<file path="config.mk">
export PLATFORM = sky130hd
export DESIGN_NAME = scan_mux_n_to_1
export DESIGN_NICKNAME = d
export VERILOG_FILES = /design/src/rtl/scan_mux_n_to_1.sv
export SDC_FILE = /design/constraint.sdc
export NUM_CORES = 1
export LEC_CHECK = 0
export BUFFER_PORTS_ARGS = -buffer_cell sky130_fd_sc_hd__buf_2
export CORE_MARGIN = 4
export CORE_UTILIZATION = 34
export CTS_CLUSTER_SIZE = 16
export DETAILED_ROUTE_END_ITERATION = 12
export PLACE_DENSITY = 0.69
export SYNTH_ARGS = -nofsm -noshare
export SYNTH_HDL_FRONTEND = slang
export SYNTH_SLANG_ARGS = --single-unit
</file>
<file path="constraint.sdc">
create_clock -name clk -period 1.25 [get_ports clk]
set_input_delay 0.0625 -clock clk [delete_from_list [all_inputs] [get_ports clk]]
set_output_delay 0.0625 -clock clk [all_outputs]
set_load 0.1 [all_outputs]
</file>
<file path="src/rtl/scan_mux_n_to_1.sv">
// scan_mux_n_to_1
// Registered N-channel, W-bit multiplexer with two selection modes:
//   manual : the channel comes from sel; an out-of-range sel is flagged and dropped
//   scan   : an internal pointer visits every channel round-robin, DWELL enabled
//            cycles per channel
// Every accepted sample comes out one cycle later, tagged with its source channel.
//
// Ports
//   clk      in   system clock, rising edge
//   rst      in   asynchronous active-high reset
//   data_in  in   CHANNELS*WIDTH packed channels, channel k at [k*WIDTH +: WIDTH]
//   en       in   sample enable; pointer, dwell count and outputs freeze when low
//   mode     in   0 = manual select, 1 = round-robin scan
//   sel      in   manual channel select (ignored in scan mode)
//   data_out out  registered selected data
//   ch_out   out  channel index that produced data_out
//   valid    out  one-cycle strobe per accepted sample
//   wrap     out  pulse with the last dwell sample of channel CHANNELS-1
//   sel_err  out  pulse when a manual select is out of range
module scan_mux_n_to_1 #(
    parameter int WIDTH    = 8,
    parameter int CHANNELS = 4,
    parameter int SEL_W    = 2,
    parameter int DWELL    = 4
) (
    input  logic                      clk,
    input  logic                      rst,
    input  logic [CHANNELS*WIDTH-1:0] data_in,
    input  logic                      en,
    input  logic                      mode,
    input  logic [SEL_W-1:0]          sel,
    output logic [WIDTH-1:0]          data_out,
    output logic [SEL_W-1:0]          ch_out,
    output logic                      valid,
    output logic                      wrap,
    output logic                      sel_err
);

    localparam int CNT_W = (DWELL > 1) ? $clog2(DWELL) : 1;
    localparam logic [CNT_W-1:0] CNT_LAST = CNT_W'(DWELL - 1);
    localparam logic [SEL_W-1:0] PTR_LAST = SEL_W'(CHANNELS - 1);

    logic [SEL_W-1:0] ptr;
    logic [CNT_W-1:0] cnt;
    logic [SEL_W-1:0] idx;
    logic [WIDTH-1:0] sel_data;
    logic             sel_ok;

    // One extra bit so the compare also works when 2**SEL_W == CHANNELS.
    assign sel_ok = ({1'b0, sel} < (SEL_W + 1)'(CHANNELS));
    assign idx    = mode ? ptr : sel;

    // Decoded mux. An index with no matching channel gives zero, but that value
    // is never registered because out-of-range selects are not accepted.
    always_comb begin
        sel_data = '0;
        for (int k = 0; k < CHANNELS; k++) begin
            if (idx == SEL_W'(k)) begin
                sel_data = data_in[k*WIDTH +: WIDTH];
            end
        end
    end

    always_ff @(posedge clk or posedge rst) begin
        if (rst) begin
            data_out <= '0;
            ch_out   <= '0;
            valid    <= 1'b0;
            wrap     <= 1'b0;
            sel_err  <= 1'b0;
            ptr      <= '0;
            cnt      <= '0;
        end else begin
            valid   <= 1'b0;
            wrap    <= 1'b0;
            sel_err <= 1'b0;
            if (en) begin
                if (!mode) begin
                    // Keeping the scan state cleared here makes every entry into
                    // scan start on channel 0 with a full dwell.
                    ptr <= '0;
                    cnt <= '0;
                    if (sel_ok) begin
                        data_out <= sel_data;
                        ch_out   <= sel;
                        valid    <= 1'b1;
                    end else begin
                        sel_err <= 1'b1;
                    end
                end else begin
                    data_out <= sel_data;
                    ch_out   <= ptr;
                    valid    <= 1'b1;
                    if (cnt == CNT_LAST) begin
                        cnt <= '0;
                        if (ptr == PTR_LAST) begin
                            ptr  <= '0;
                            wrap <= 1'b1;
                        end else begin
                            ptr <= ptr + 1'b1;
                        end
                    end else begin
                        cnt <= cnt + 1'b1;
                    end
                end
            end
        end
    end

endmodule

</file>
==> impl_metrics.py, run 1 <==
metrics = {
    "power": {
        "swShare_pct": 45.75,
        "p_clk_share_pct": 14.5,
        "peakVddDrop_uv": 909.8,
        "p_switching_w": 0.0008969,
        "seqPwrFrac_pct": 32.9,
        "intPower_w": 0.001063,
        "p_per_area_mw_per_mm2": 1308,
        "finalPower_w": 0.001960,
        "p_comb_share_pct": 52.6,
        "leakagePower_nw": 0.7237,
    },
    "flow_run": {
        "max-cap-violations": 0,
    },
    "place": {
        "gp_congestion": 0.7390,
        "place_area_mm2": 0.001335,
        "port_buffers": 49,
        "hpwl_um": 2029,
    },
    "clocking": {
        "cts_tree": "built",
        "cts_buffers": 3,
        "clock_path_buffers": 2,
        "clock_sinks": 16,
        "clock_latency_ns": 0.28,
        "h-tree-depth": 1,
        "root_buffer": "clkbuf_4",
        "clk_pin_slew_ns": 0.10,
    },
    "cells_and_area": {
        "layout_common_cells": "buf_2 (49), inv_1 (13), buf_4 (10)",
        "antenna_cells": 0,
        "num-nets-final": 195,
        "drive_gt1_share_pct": 64.29,
        "design_area_mm2": 0.001499,
        "final_common_cell": "buf_2",
        "syn_to_final_growth_pct": 56.40,
    },
    "sta": {
        "max_clock_freq_mhz": 765.6,
        "setup_viol": 9,
        "hold_ws_ns": 0.05115,
        "hold_viol_final": 0,
        "period_needed_ns": 1.306,
        "rsz0062_at_grt": "yes",
        "post-route-period-util_pct": 104.5,
        "timing.final.ws_setup_ns": -0.05617,
        "slew_viol_final": 0,
        "skew_ns": 0.007729,
    },
    "worst_setup_path": {
        "cp_slowest_stage_delay_ns": 0.45,
        "crit_path_end_kind": "register",
        "endpoint": "data_out[0]$_DFFE_PP0P_",
        "critPathLaunchType": "register",
        "critPathSlowestCell": "dfrtp_2",
        "crit_type": "reg -> reg",
        "reg2reg_from": "ptr[1]$_DFFE_PP0P_",
        "timing.rr.end": "data_out[0]$_DFFE_PP0P_",
        "crit_fanout": 4,
        "rrSetupSlack_ns": -0.06,
        "cp_cell_sequence": "mux2i_4 > buf_4 > mux2i_2 > o221ai_2",
        "worstPathRequired_ns": 1.41,
        "crit_arrival_ns": 1.46,
        "r2r_cells": 4,
        "worstSetupStartpoint": "ptr[1]$_DFFE_PP0P_",
    },
    "drt": {
        "drc": 0,
        "drtPass1Iterations": 4,
        "wl_per_cell_um": 14.96,
        "vias_per_cell": 4.935,
        "ant_nets": 0,
        "vias": 908,
        "wl_um": 2752,
        "drt_iter0_drc": 24,
    },
    "yosys": {
        "ys_types": 26,
        "avgSynthCellArea_um2": 10.53,
        "ys_seq_area_share_pct": 41.78,
        "syn_nets": 131,
        "yosysWarningCount": 0,
        "syn_inst": 91,
        "synth-seq-cells": 16,
        "netlist_area_um2": 958.4,
    },
    "floorplanning": {
        "io_pins": 51,
        "fp-row-count": 18,
        "die_h_um": 61.10,
        "dieArea_mm2": 0.003733,
        "die_width_um": 61.10,
        "start_util_pct": 37.00,
        "core_mm2": 0.002590,
    },
    "global_route": {
        "antenna_found_initial": 0,
        "overflow": 0,
        "grt_max_degree": 26,
        "grt_pass1_vias": 946,
        "grt_usage_pct": 16.26,
        "grt_pass1_wl_um": 4443,
    },
    "min_path": {
        "hold_class": "in -> reg",
        "hold_start": "data_in[14]",
    },
    "outcome": {
        "status": "complete, but fails checks",
        "violations": "negative setup slack",
    },
}
## power by group through the flow
stage	registers, W	logic, W	clock network, W
3_3_place_gp	0.000652	0.000907	0
4_1_cts	0.000645	0.00103	0.000290
6_report	0.000645	0.00103	0.000284
3_5_place_dp	0.000652	0.000925	0
5_1_grt	0.000658	0.00109	0.000326
2_1_floorplan	0.00107	0.000286	0
## repair_timing
action                     CTS  global route
setup endpoints to repair    9            10
resized for setup           18             3
cloned                       1             0
pin swaps                    7             1
hold buffers                 1             0
hold endpoints to repair    16             0
setup buffers                1             0
## kinds of logic after synthesis
family          share of synthesized area [%]
buf+inv                                 10.84
fa+ha+maj                               2.611
flops                                   41.78
other cells                            0.3913
mux                                     13.32
compound gates                          20.10
simple gates                            10.97
## final cells by class
cell class / instances / area [µm²]
clock buffers: 4 / 26.28
inverters: 13 / 48.80
flip-flops and latches: 16 / 411.6
multi-input cells: 56 / 563.0
well taps: 30 / 37.54
repair buffers: 65 / 411.6
fillers: 222 / 1091
## metal layers
metal	up-vias	track usage, %	part of all wire, %
met5	-	0	0
met2	35	26.59	50
li1	456	-	-
met3	0	3.145	7.2
met4	0	3.715	0
met1	417	22.31	43
## through the flow
stage / std cells / utilization [%] / worst slack, ns / setup TNS (ns)
global placement: 177 / 51.55 / -0.02631 / -0.07968
global route: 184 / 57.87 / -0.1287 / -0.9658
floorplan: 91 / - / -0.08898 / -0.2120
detailed placement: 177 / 51.55 / -0.06314 / -0.3366
CTS: 184 / 57.68 / -0.04799 / -0.3368
finish: 184 / 57.87 / -0.05617 / -0.2246
## critical path, delay by kind of cell (launching register included)
family / cells / cell delay (ns)
DFF: 1 / 0.45
muxes: 2 / 0.44
buffers and inverters: 1 / 0.18
AOI/OAI and AO/OA: 1 / 0.11
## cell usage after synthesis, drive strengths merged
library cell	number	area share [%]
dfrtp	16	42
inv	13	5.1
mux2i	10	12
nor2b	9	5.9
a41oi	8	7.3
o221ai	8	8.0
buf	6	5.7
o21ai	5	2.6
nand3	3	1.6
ha	2	2.6
nor2	2	0.78
a21oi	1	0.52
a22o	1	0.91
and3	1	0.65
and3b	1	1.0
conb	1	0.39
mux2	1	1.6
nand2	1	0.39
o21a	1	0.78
or2	1	0.65
## sequential cells by signal, summed over array words and instances (netlist names)
signal,flops
ch_out,2
data_out,8
cnt,2
ptr,2
wrap,1
valid,1
## how the worst min path moves through the flow
stage	cells after the start	endpoint	slack, ns
floorplan	1	ch_out[0]$_DFFE_PP0P_	-0.02
global placement	3	ch_out[1]$_DFFE_PP0P_	0.08
detailed placement	3	ch_out[1]$_DFFE_PP0P_	0.08
CTS	3	data_out[4]$_DFFE_PP0P_	0.05
global route	3	data_out[2]$_DFFE_PP0P_	0.04
finish	3	data_out[6]$_DFFE_PP0P_	0.05
No activity file was read; power rests on OpenSTA's default activity.
==> inputs of run 2 (changes only) <==
--- a/config.mk
+++ b/config.mk
@@ -5,12 +5,14 @@
 export SDC_FILE = /design/constraint.sdc
 export NUM_CORES = 1
 export LEC_CHECK = 0
+export ABC_AREA = 1
 export BUFFER_PORTS_ARGS = -buffer_cell sky130_fd_sc_hd__buf_2
 export CORE_MARGIN = 4
 export CORE_UTILIZATION = 34
 export CTS_CLUSTER_SIZE = 16
 export DETAILED_ROUTE_END_ITERATION = 12
 export PLACE_DENSITY = 0.69
+export RECOVER_POWER = 100
 export SYNTH_ARGS = -nofsm -noshare
 export SYNTH_HDL_FRONTEND = slang
 export SYNTH_SLANG_ARGS = --single-unit
==> run 2 against run 1 <==
- clock power shrank 3%
- routed wire length shrank 9.4%
- largest cell class unchanged
- synthesized cell count grew 47%
- sequential share of layout area grew 3.5 points
- cell count grew 17%
- the run now ends clean
- core utilization shrank 11 points
- sequential power grew 5.9%
- via count grew 8.6%
- flip-flop and latch count is the same
- non-clock buffer count shrank 12
==> impl_metrics.py, run 2 <==
metrics = {
    "global_route": {
        "grt_pass1_vias": 880,
        "grt_usage_pct": 13.65,
        "grt_max_degree": 17,
        "overflow": 0,
        "antenna_found_initial": 0,
        "grt_pass1_wl_um": 3808,
    },
    "floorplanning": {
        "fp-row-count": 19,
        "die_width_um": 61.37,
        "die_h_um": 61.37,
        "io_pins": 51,
        "dieArea_mm2": 0.003766,
        "core_mm2": 0.002734,
        "start_util_pct": 35.42,
    },
    "sta": {
        "period_needed_ns": 1.224,
        "post-route-period-util_pct": 97.90,
        "final.setup.tns_ns": 0,
        "max_clock_freq_mhz": 817.2,
        "hold_ws_ns": 0.02821,
        "maxSlewHeadroom_pct": 58.96,
        "setup_viol": 0,
        "rsz0062_at_grt": "yes",
        "worst_slew_pin_slew_ns": 0.6150,
        "timing.final.ws_setup_ns": 0.02628,
        "skew_ns": 0.001748,
        "slew_viol_final": 0,
        "hold_viol_final": 0,
    },
    "cells_and_area": {
        "multi_input_area_um2": 486.7,
        "layout_common_cells": "buf_2 (49), nand2_1 (48), dfrtp_1 (16)",
        "seqCellArea_um2": 400.4,
        "syn_to_final_growth_pct": 33.59,
        "nFillCells": 275,
        "largest_reg_flops": 8,
        "num-nets-final": 227,
        "largest_register": "data_out",
        "final_common_cell": "buf_2",
        "antenna_cells": 0,
        "drive_gt1_share_pct": 37.84,
    },
    "yosys": {
        "synth_top_area_share_pct": 41.34,
        "synth_top_area_cell": "dfrtp_1",
        "post-synth-top-count-cell": "nand2_1",
        "syn_inst": 134,
        "synth.area.top_cells": "dfrtp_1 (41%), nand2_1 (19%), nand3_1 (6.2%), o21ai_0 (5.7%), inv_1 (5.4%)",
        "avgSynthCellArea_um2": 7.227,
        "syn_nets": 174,
        "synth-seq-cells": 16,
        "synthTopCellsByCount": "nand2_1 (50), dfrtp_1 (16), inv_1 (14)",
        "yosysWarningCount": 0,
        "synth_edf_count": 0,
        "ys_seq_area_share_pct": 41.34,
        "async_flop_share_pct": 100.0,
        "netlist_area_um2": 968.4,
        "ys_types": 18,
        "synth_flop_cell": "dfrtp_1",
    },
    "place": {
        "port_buffers": 49,
        "gp_congestion": 0.8258,
        "hpwl_um": 1966,
        "dp_slack_ns": 0.006083,
    },
    "clocking": {
        "cts_tree": "built",
        "h-tree-depth": 1,
        "clock_latency_ns": 0.28,
        "clock_sinks": 16,
        "clock_path_buffers": 2,
        "clk_pin_slew_ns": 0.09,
        "root_buffer": "clkbuf_4",
        "cts_buffers": 3,
    },
    "worst_setup_path": {
        "crit_type": "reg -> reg",
        "reg2reg_from": "ptr[0]$_DFFE_PP0P_",
        "crit_fanout": 9,
        "critPathLaunchType": "register",
        "crit_path_end_kind": "register",
        "worstSetupStartpoint": "ptr[0]$_DFFE_PP0P_",
        "crit_arrival_ns": 1.45,
        "worstPathRequired_ns": 1.48,
    },
    "power": {
        "peakVddDrop_uv": 956.8,
        "leakagePower_nw": 0.7512,
        "p_per_area_mw_per_mm2": 1579,
    },
    "drt": {
        "ant_nets": 0,
        "vias_per_cell": 4.565,
        "drc": 0,
        "drtPass1Iterations": 4,
        "drt_iter0_drc": 23,
        "wl_per_cell_um": 11.54,
        "wl_um": 2492,
        "vias": 986,
    },
    "min_path": {
        "hold_class": "in -> reg",
        "hold_start": "en",
    },
    "flow_run": {
        "max-cap-violations": 0,
    },
    "outcome": {
        "status": "finished, final reports clean",
    },
}
==> run 2: cell types whose count changed after synthesis, moves of 3 or more <==
cell,change
o21ai_1,+7
mux2i_1,-9
a41oi_1,-8
o221ai_1,-7
nand3_1,+9
nand2_2,+3
o21ai_0,+7
nor2b_1,-9
nand2_1,+49
==> run 2: final timing paths <==
| path | to | slack (ns) | cells after the start |
|---|---|---|---|
| worst max-delay path | data_out[2]$_DFFE_PP0P_ | 0.03 | 9 |
| worst min-delay path | valid$_DFF_PP0_ | 0.03 | 1 |
| worst max register to register | data_out[2]$_DFFE_PP0P_ | 0.03 | 9 |
| worst min register to register | data_out[2]$_DFFE_PP0P_ | 0.48 | 2 |
| max in group asynchronous | ptr[0]$_DFFE_PP0P_ | 0.47 | 3 |
| min in group asynchronous | data_out[2]$_DFFE_PP0P_ | 0.39 | 3 |
==> run 2: what timing repair did <==
item | 4_1_cts | 5_1_grt
resized for setup | 1 | 8
endpoints found under the hold margin | 16 | 0
setup buffers | 0 | 2
hold buffers | 1 | 0
setup endpoints to repair | 1 | 8
pin swaps | 0 | 5
==> run 2: area by class of cell <==
class | instances | area share [%]
Inverter | 16 | 5.222
Tap cell | 31 | 2.998
Clock buffer | 3 | 1.741
Sequential cell | 16 | 30.95
Timing Repair Buffer | 53 | 21.47
Multi-Input combinational cell | 97 | 37.62
==> run 2: routing by layer <==
layer  up-vias  GRT usage [%]  part of all wire, %
met2        37          19.94                   45
met4         0          5.758                  1.6
li1        527              -                    -
met5         -              0                    0
met3         4          2.935                  7.9
met1       418          19.51                   46
==> run 2: metrics by stage <==
step	std cells	util [%]	area (µm²)	total power [W]
after floorplan	134	-	968.4	0.001538
after global placement	210	44.71	1222	0.001733
after detailed placement	210	44.71	1222	0.001738
after CTS	214	46.00	1257	0.002017
after global routing	216	47.32	1294	0.002163
final	216	47.32	1294	0.002042
==> run 2: power by group <==
| group | switching (W) | total (W) | internal, W |
|---|---|---|---|
| clock | 0.000164 | 0.000276 | 0.000112 |
| combinational | 0.000840 | 0.00108 | 0.000244 |
| sequential | 0.0000641 | 0.000683 | 0.000619 |
| total | 0.00107 | 0.00204 | 0.000975 |
==> run 2: cell families after synthesis <==
group,after synthesis,share of synthesized area (%)
DFF,16,41.34
other,1,0.3872
buffers and inverters,21,10.59
AOI/OAI and AO/OA,21,10.85
and+or+nand+nor,73,34.24
adders and majority gates,2,2.584
==> run 2: critical path, stage by stage, from the launching register on <==
cell     delay (ns)
dfrtp_1        0.42
inv_2          0.06
nand2_2        0.06
nand2_4        0.11
inv_6          0.07
nor2_4         0.18
nand2_1        0.07
nand3_1        0.09
nand2_1        0.06
nand2_1        0.05
